===== src/rtl/ram_bist_pkg.sv =====
// rtl/ram_bist_pkg.sv - state type, depth constant and pattern function for the RAM BIST initiator
package ram_bist_pkg;

  localparam int INDEX_WIDTH_DEF = 4;
  localparam int DEPTH = 2 ** INDEX_WIDTH_DEF;

  typedef enum logic [2:0] {
    IDLE,
    WR_REQ,
    WR_GAP,
    RD_REQ,
    RD_GAP,
    DONE
  } bist_state_e;

  // Computed at 32 bits; callers truncate to their word width.
  function automatic logic [31:0] pat(input logic [31:0] seed, input logic [31:0] index,
                                      input logic inv);
    logic [31:0] p;
    p = seed ^ index;
    return inv ? ~p : p;
  endfunction

endpackage


===== src/rtl/ram_bist_initiator_if.sv =====
// rtl/ram_bist_initiator_if.sv - write/read request-acknowledge bus between BIST initiator and RAM
interface ram_bist_initiator_if #(
  parameter int WORD_WIDTH  = 4,
  parameter int INDEX_WIDTH = 4
);

  logic                   wr_o;
  logic                   ack_wr_i;
  logic [WORD_WIDTH-1:0]  wr_data_o;
  logic [INDEX_WIDTH-1:0] wr_index_o;
  logic                   rd_o;
  logic                   ack_rd_i;
  logic [WORD_WIDTH-1:0]  rd_data_i;
  logic [INDEX_WIDTH-1:0] rd_index_o;

  modport master (
    output wr_o, wr_data_o, wr_index_o, rd_o, rd_index_o,
    input  ack_wr_i, ack_rd_i, rd_data_i
  );

  modport slave (
    input  wr_o, wr_data_o, wr_index_o, rd_o, rd_index_o,
    output ack_wr_i, ack_rd_i, rd_data_i
  );

endinterface


===== src/rtl/ram_bist_timeout.sv =====
// rtl/ram_bist_timeout.sv - request ack timeout down-counter; expired in the TIMEOUT_CYC-th request cycle
module ram_bist_timeout #(
  parameter int TIMEOUT_CYC = 16
) (
  input  logic clk_i,
  input  logic rst_i,
  input  logic restart_i,
  output logic expired_o
);

  localparam int CW = (TIMEOUT_CYC > 1) ? $clog2(TIMEOUT_CYC) : 1;

  logic [CW-1:0] cnt;

  always_ff @(posedge clk_i) begin
    if (rst_i || restart_i) begin
      cnt <= CW'(TIMEOUT_CYC - 1);
    end else if (cnt != '0) begin
      cnt <= cnt - CW'(1);
    end
  end

  assign expired_o = (cnt == '0);

endmodule


===== src/rtl/ram_bist_initiator.sv =====
// rtl/ram_bist_initiator.sv - RAM write/readback BIST sweep; RAM_BIST_INV_PASS_EN adds an inverted second pass
module ram_bist_initiator
  import ram_bist_pkg::*;
#(
  parameter int WORD_WIDTH    = 4,
  parameter int INDEX_WIDTH   = 4,
  parameter int TIMEOUT_CYC   = 16,
  parameter int ERR_CNT_WIDTH = 8
) (
  input  logic                     clk_i,
  input  logic                     rst_i,
  input  logic                     start_i,
  input  logic [WORD_WIDTH-1:0]    seed_i,
  output logic                     busy_o,
  output logic                     done_o,
  output logic                     pass_o,
  output logic                     timeout_o,
  output logic [ERR_CNT_WIDTH-1:0] err_cnt_o,
  output logic [INDEX_WIDTH-1:0]   err_index_o,
  ram_bist_initiator_if.master     ram
);

  bist_state_e            state;
  logic [INDEX_WIDTH-1:0] idx;
  logic [WORD_WIDTH-1:0]  seed_q;
  logic [WORD_WIDTH-1:0]  pat_cur;
  logic                   wr_q;
  logic                   rd_q;
  logic                   phase;
  logic                   last_phase;
  logic                   restart;
  logic                   expired;

`ifdef RAM_BIST_INV_PASS_EN
  always_ff @(posedge clk_i) begin
    if (rst_i) begin
      phase <= 1'b0;
    end else if (state == IDLE && start_i) begin
      phase <= 1'b0;
    end else if (state == RD_GAP && (&idx)) begin
      phase <= 1'b1;
    end
  end
  assign last_phase = phase;
`else
  assign phase      = 1'b0;
  assign last_phase = 1'b1;
`endif

  assign pat_cur = WORD_WIDTH'(pat(32'(seed_q), 32'(idx), phase));
  assign busy_o  = state inside {WR_REQ, WR_GAP, RD_REQ, RD_GAP};
  assign restart = !(state == WR_REQ || state == RD_REQ);

  ram_bist_timeout #(.TIMEOUT_CYC(TIMEOUT_CYC)) u_timeout (
    .clk_i     (clk_i),
    .rst_i     (rst_i),
    .restart_i (restart),
    .expired_o (expired)
  );

  always_ff @(posedge clk_i) begin
    if (rst_i) begin
      state       <= IDLE;
      idx         <= '0;
      seed_q      <= '0;
      wr_q        <= 1'b0;
      rd_q        <= 1'b0;
      done_o      <= 1'b0;
      pass_o      <= 1'b0;
      timeout_o   <= 1'b0;
      err_cnt_o   <= '0;
      err_index_o <= '0;
    end else begin
      done_o <= 1'b0;
      case (state)
        IDLE: begin
          if (start_i) begin
            seed_q      <= seed_i;
            err_cnt_o   <= '0;
            err_index_o <= '0;
            timeout_o   <= 1'b0;
            idx         <= '0;
            wr_q        <= 1'b1;
            state       <= WR_REQ;
          end
        end
        WR_REQ: begin
          if (wr_q && ram.ack_wr_i) begin
            wr_q  <= 1'b0;
            state <= WR_GAP;
          end else if (expired) begin
            wr_q      <= 1'b0;
            timeout_o <= 1'b1;
            pass_o    <= 1'b0;
            done_o    <= 1'b1;
            state     <= DONE;
          end
        end
        WR_GAP: begin
          idx <= idx + INDEX_WIDTH'(1);
          if (&idx) begin
            rd_q  <= 1'b1;
            state <= RD_REQ;
          end else begin
            wr_q  <= 1'b1;
            state <= WR_REQ;
          end
        end
        RD_REQ: begin
          if (rd_q && ram.ack_rd_i) begin
            rd_q  <= 1'b0;
            state <= RD_GAP;
            if (ram.rd_data_i != pat_cur) begin
              // A zero count means no earlier mismatch this sweep.
              if (err_cnt_o == '0) err_index_o <= idx;
              if (err_cnt_o != '1) err_cnt_o <= err_cnt_o + ERR_CNT_WIDTH'(1);
            end
          end else if (expired) begin
            rd_q      <= 1'b0;
            timeout_o <= 1'b1;
            pass_o    <= 1'b0;
            done_o    <= 1'b1;
            state     <= DONE;
          end
        end
        RD_GAP: begin
          idx <= idx + INDEX_WIDTH'(1);
          if (&idx) begin
            if (last_phase) begin
              done_o <= 1'b1;
              pass_o <= (err_cnt_o == '0);
              state  <= DONE;
            end else begin
              wr_q  <= 1'b1;
              state <= WR_REQ;
            end
          end else begin
            rd_q  <= 1'b1;
            state <= RD_REQ;
          end
        end
        DONE:    state <= IDLE;
        default: state <= IDLE;
      endcase
    end
  end

  assign ram.wr_o       = wr_q;
  assign ram.wr_index_o = idx;
  assign ram.wr_data_o  = pat_cur;
  assign ram.rd_o       = rd_q;
  assign ram.rd_index_o = idx;

endmodule


===== src/flat_wrapper.sv =====
// flat-port wrapper written by rule: the top's interface ports become plain ports
module ram_bist_initiator_flat import ram_bist_pkg::*;
#(
  parameter int WORD_WIDTH    = 4,
  parameter int INDEX_WIDTH   = 4,
  parameter int TIMEOUT_CYC   = 16,
  parameter int ERR_CNT_WIDTH = 8
)
  (clk_i, rst_i, start_i, seed_i, busy_o, done_o, pass_o, timeout_o, err_cnt_o, err_index_o, ram_wr_o, ram_wr_data_o, ram_wr_index_o, ram_rd_o, ram_rd_index_o, ram_ack_wr_i, ram_ack_rd_i, ram_rd_data_i);
  ram_bist_initiator_if #(.WORD_WIDTH(WORD_WIDTH), .INDEX_WIDTH(INDEX_WIDTH)) ram_i ();
  input  logic clk_i;
  input  logic rst_i;
  input  logic start_i;
  input  logic [WORD_WIDTH-1:0] seed_i;
  output logic busy_o;
  output logic done_o;
  output logic pass_o;
  output logic timeout_o;
  output logic [ERR_CNT_WIDTH-1:0] err_cnt_o;
  output logic [INDEX_WIDTH-1:0] err_index_o;
  output wire logic [$bits(ram_i.wr_o)-1:0] ram_wr_o;
  output wire logic [$bits(ram_i.wr_data_o)-1:0] ram_wr_data_o;
  output wire logic [$bits(ram_i.wr_index_o)-1:0] ram_wr_index_o;
  output wire logic [$bits(ram_i.rd_o)-1:0] ram_rd_o;
  output wire logic [$bits(ram_i.rd_index_o)-1:0] ram_rd_index_o;
  input wire logic [$bits(ram_i.ack_wr_i)-1:0] ram_ack_wr_i;
  input wire logic [$bits(ram_i.ack_rd_i)-1:0] ram_ack_rd_i;
  input wire logic [$bits(ram_i.rd_data_i)-1:0] ram_rd_data_i;
  assign ram_wr_o = ram_i.wr_o;
  assign ram_wr_data_o = ram_i.wr_data_o;
  assign ram_wr_index_o = ram_i.wr_index_o;
  assign ram_rd_o = ram_i.rd_o;
  assign ram_rd_index_o = ram_i.rd_index_o;
  assign ram_i.ack_wr_i = ram_ack_wr_i;
  assign ram_i.ack_rd_i = ram_ack_rd_i;
  assign ram_i.rd_data_i = ram_rd_data_i;
  ram_bist_initiator #(.WORD_WIDTH(WORD_WIDTH), .INDEX_WIDTH(INDEX_WIDTH), .TIMEOUT_CYC(TIMEOUT_CYC), .ERR_CNT_WIDTH(ERR_CNT_WIDTH)) u_core (.clk_i(clk_i), .rst_i(rst_i), .start_i(start_i), .seed_i(seed_i), .busy_o(busy_o), .done_o(done_o), .pass_o(pass_o), .timeout_o(timeout_o), .err_cnt_o(err_cnt_o), .err_index_o(err_index_o), .ram(ram_i));
endmodule

===== config.mk =====
export PLATFORM = sky130hd
export DESIGN_NAME = ram_bist_initiator_flat
export DESIGN_NICKNAME = d
export VERILOG_FILES = /design/src/rtl/ram_bist_pkg.sv /design/src/rtl/ram_bist_initiator_if.sv /design/src/rtl/ram_bist_timeout.sv /design/src/rtl/ram_bist_initiator.sv /design/src/flat_wrapper.sv
export SDC_FILE = /design/constraint.sdc
export NUM_CORES = 1
export LEC_CHECK = 0
export CORE_AREA = 2 2 73 75
export CTS_CLUSTER_DIAMETER = 50
export DETAILED_ROUTE_END_ITERATION = 16
export DIE_AREA = 0 0 75 77
export PLACE_DENSITY = 0.63
export SLEW_MARGIN = 20
export SYNTH_ARGS = -nofsm -noshare
export SYNTH_HDL_FRONTEND = slang
export SYNTH_SLANG_ARGS = --single-unit

===== constraint.sdc =====
create_clock -name clk_i -period 2.11 [get_ports clk_i]
set_clock_uncertainty 0.1 [all_clocks]
set_input_delay 0.422 -clock clk_i [delete_from_list [all_inputs] [get_ports clk_i]]
set_output_delay 0.422 -clock clk_i [all_outputs]
set_load 0.01 [all_outputs]

==> qor.yml, run 1 <==
tightest_slew_ns: 0.5230
vias: 1830
min_period_ns: 1.994
syn_inst: 240
min_period_over_period: 0.9451
layout_common_cells: "clkdlybuf4s50_1, dfxtp_1, nor2_1, a21oi_1, buf_4"
hold_viol_final: 0
antenna_found_initial: 0
num_rows: 26
placed_cell_area_mm2: 0.002495
cts_made_buffers: 5
endpoint_kind: "flop"
cts_root_buffer: "clkbuf_8"
drv_slew: 0
final_cell_area_mm2: 0.002625
ys_async_sr_fraction: 0
crit_arrival_ns: 2.12
synth-main-ff-cell: "dfxtp_1"
maxCapViolations: 0
core_area_mm2: 0.004977
rrSetupSlack_ns: 0.12
final-setup-viol-count: 0
first_pass_iters: 4
insertion_delay_ns: 0.29
rsz0062_at_grt: "false"
synth_seq_cells: 32
cts_sinks: 32
final_cells: 364
vdd_drop_max_uv: 301.2
drt-initial-drc-count: 65
drive_gt1_frac: 0.1565
area_growth_pct: 37.57
crit_fanout: 8
register_area_um2: 643.1
dp_hpwl_um: 3433
cts_tree: "done"
criticalPathCategory: "reg2reg"
drcViolationCount: 0
power_density_mw_per_mm2: 530.3
numPortBuffers: 42
placedCellCount: 356
syn_area_mm2: 0.001908
wl_um: 4661
grt_use_total: 0.1731
grt_pass1_vias: 1674
static-leakage-power_uw: 0.001033
synth_enable_flop_cells: 0
critPathLaunchType: "flop"
timing.max_slew.rel_slack: 0.6498
ys_warn_count: 0
synth_nets: 257
antenna_cells: 0
post-cts-setup-buffers: 0
ys_seq_area_frac: 0.3357
die_y_um: 77
ant_nets: 0
status: "finished clean"
htreeDepth: 2
fillers: 491
multi_input_area_mm2: 0.001151
grt_max_degree: 15
start_util: 0.3834
die-area_mm2: 0.005775
final_common_cell: "clkdlybuf4s50_1"
cp.required_ns: 2.23
place.gp.congestion: 0.8157
wl_per_cell_um: 12.80
vias_per_cell: 5.027
die_w_um: 75
grt_pass1_wl_um: 7817
timing.fmax_mhz: 501.5
path_clk_slew_ns: 0.07
synth_area_per_cell_um2: 7.950
hold_path.class: "reg2reg"
num-nets-final: 310
synth.distinct_cells: 50
hold_buffers: 0
gr-total-overflow: 0
cts_buffer_depth: 2
io_pins: 43
where the power goes:
group	total, uW	switching [uW]	internal, uW
logic	180	80.5	99.9
registers	629	14.6	615
clock network	582	232	350
total	1390	327	1060
cell usage after synthesis (all sizes together) (3+ instances only):
| library cell | count | area (um^2) |
|---|---|---|
| nor2 | 25 | 96.35 |
| mux2i | 5 | 50.05 |
| inv | 9 | 33.78 |
| nand4 | 9 | 56.30 |
| o21ai | 11 | 55.05 |
| and2 | 5 | 31.28 |
| ha | 4 | 50.05 |
| a31oi | 3 | 18.77 |
| a21oi | 26 | 141.4 |
| o21a | 3 | 22.52 |
| nand3 | 9 | 50.05 |
| or2 | 6 | 37.53 |
| buf | 8 | 56.30 |
| nor3 | 8 | 40.04 |
| nand2 | 23 | 93.84 |
| xnor2 | 3 | 26.28 |
| xnor3 | 4 | 90.09 |
| o31ai | 5 | 37.54 |
| clkbuf | 12 | 45.04 |
| dfxtp | 32 | 640.6 |
| xor2 | 4 | 35.03 |
worst paths after layout:
path / startpoint / endpoint / cells past startpoint
worst max-delay path: u_core.err_cnt_o[0]$_SDFFE_PP0P_ / u_core.err_index_o[0]$_SDFFE_PP0P_ / 7
worst min register to register: u_core.err_index_o[3]$_SDFFE_PP0P_ / u_core.err_index_o[3]$_SDFFE_PP0P_ / 2
worst max register to register: u_core.err_cnt_o[0]$_SDFFE_PP0P_ / u_core.err_index_o[0]$_SDFFE_PP0P_ / 7
worst min-delay path: u_core.err_index_o[3]$_SDFFE_PP0P_ / u_core.err_index_o[3]$_SDFFE_PP0P_ / 2
state kept, by name (all words and copies together) (netlist names), 3 cells and up:
register               cells
u_core.ram.rd_index_o      4
u_core.state               3
u_core.err_cnt_o           8
u_core.seed_q              4
u_core.u_timeout.cnt       4
u_core.err_index_o         4
repair_timing:
item                       CTS  global route
resized for setup            3             5
pin swaps                    0            10
setup endpoints to repair    1             5
through the flow:
stage | setup WS [ns] | TNS [ns] | hold slack, ns | total power, uW | util
6_report | 0.1158 | 0 | 0.3645 | 1392 | 0.5274
5_1_grt | 0.01066 | 0 | 0.3837 | 1450 | 0.5274
4_1_cts | 0.01615 | 0 | 0.3638 | 1413 | 0.5231
3_5_place_dp | -0.2643 | -2.484 | 0.3459 | 823.1 | 0.5013
3_3_place_gp | -0.2178 | -2.218 | 0.3378 | 821.9 | 0.5013
2_1_floorplan | 0.1514 | 0 | 0.3582 | 737.6 | -
worst max-delay path: stages, from the launching register on:
cell	delay [ns]
dfxtp_1	0.34
inv_1	0.08
ha_1	0.13
or4b_4	0.47
o21ai_2	0.16
o211ai_1	0.24
or2_1	0.30
a21oi_2	0.11
cell type report:
type                    count  share of cell area
clock buffers               6             0.02765
clock inverters             2             0.01335
inverters                   9             0.01287
multi-input cells         179              0.4385
flip-flops and latches     32              0.2450
well taps                  70             0.03337
repair buffers             66              0.2293
cells by family (layout without fill, tap and decap cells):
family | after synthesis | count (layout) | synth area share
AOI/OAI and AO/OA | 58 | 58 | 0.1856
muxes | 5 | 5 | 0.02623
buffers and inverters | 29 | 83 | 0.07081
and+or+nand+nor | 101 | 101 | 0.2761
adders and majority gates | 4 | 4 | 0.02623
xor gates and xnor gates | 11 | 11 | 0.07935
DFF | 32 | 32 | 0.3357
metal layers:
metal	global-route usage	wire length, um	up-vias
met5	0	0	-
met4	0.06607	71	0
met3	0.04205	209	7
met2	0.2588	2111	37
met1	0.2369	2269	838
li1	-	-	948
Note: power is estimated with default switching activity, not from simulation.
==> run 2, diff against run 1 <==
--- a/config.mk
+++ b/config.mk
@@ -6,7 +6,6 @@
 export NUM_CORES = 1
 export LEC_CHECK = 0
 export CORE_AREA = 2 2 73 75
-export CTS_CLUSTER_DIAMETER = 50
 export DETAILED_ROUTE_END_ITERATION = 16
 export DIE_AREA = 0 0 75 77
 export PLACE_DENSITY = 0.63
==> results of run 2 <==
The final DEF is identical to that of run 1; final timing and power are the same.
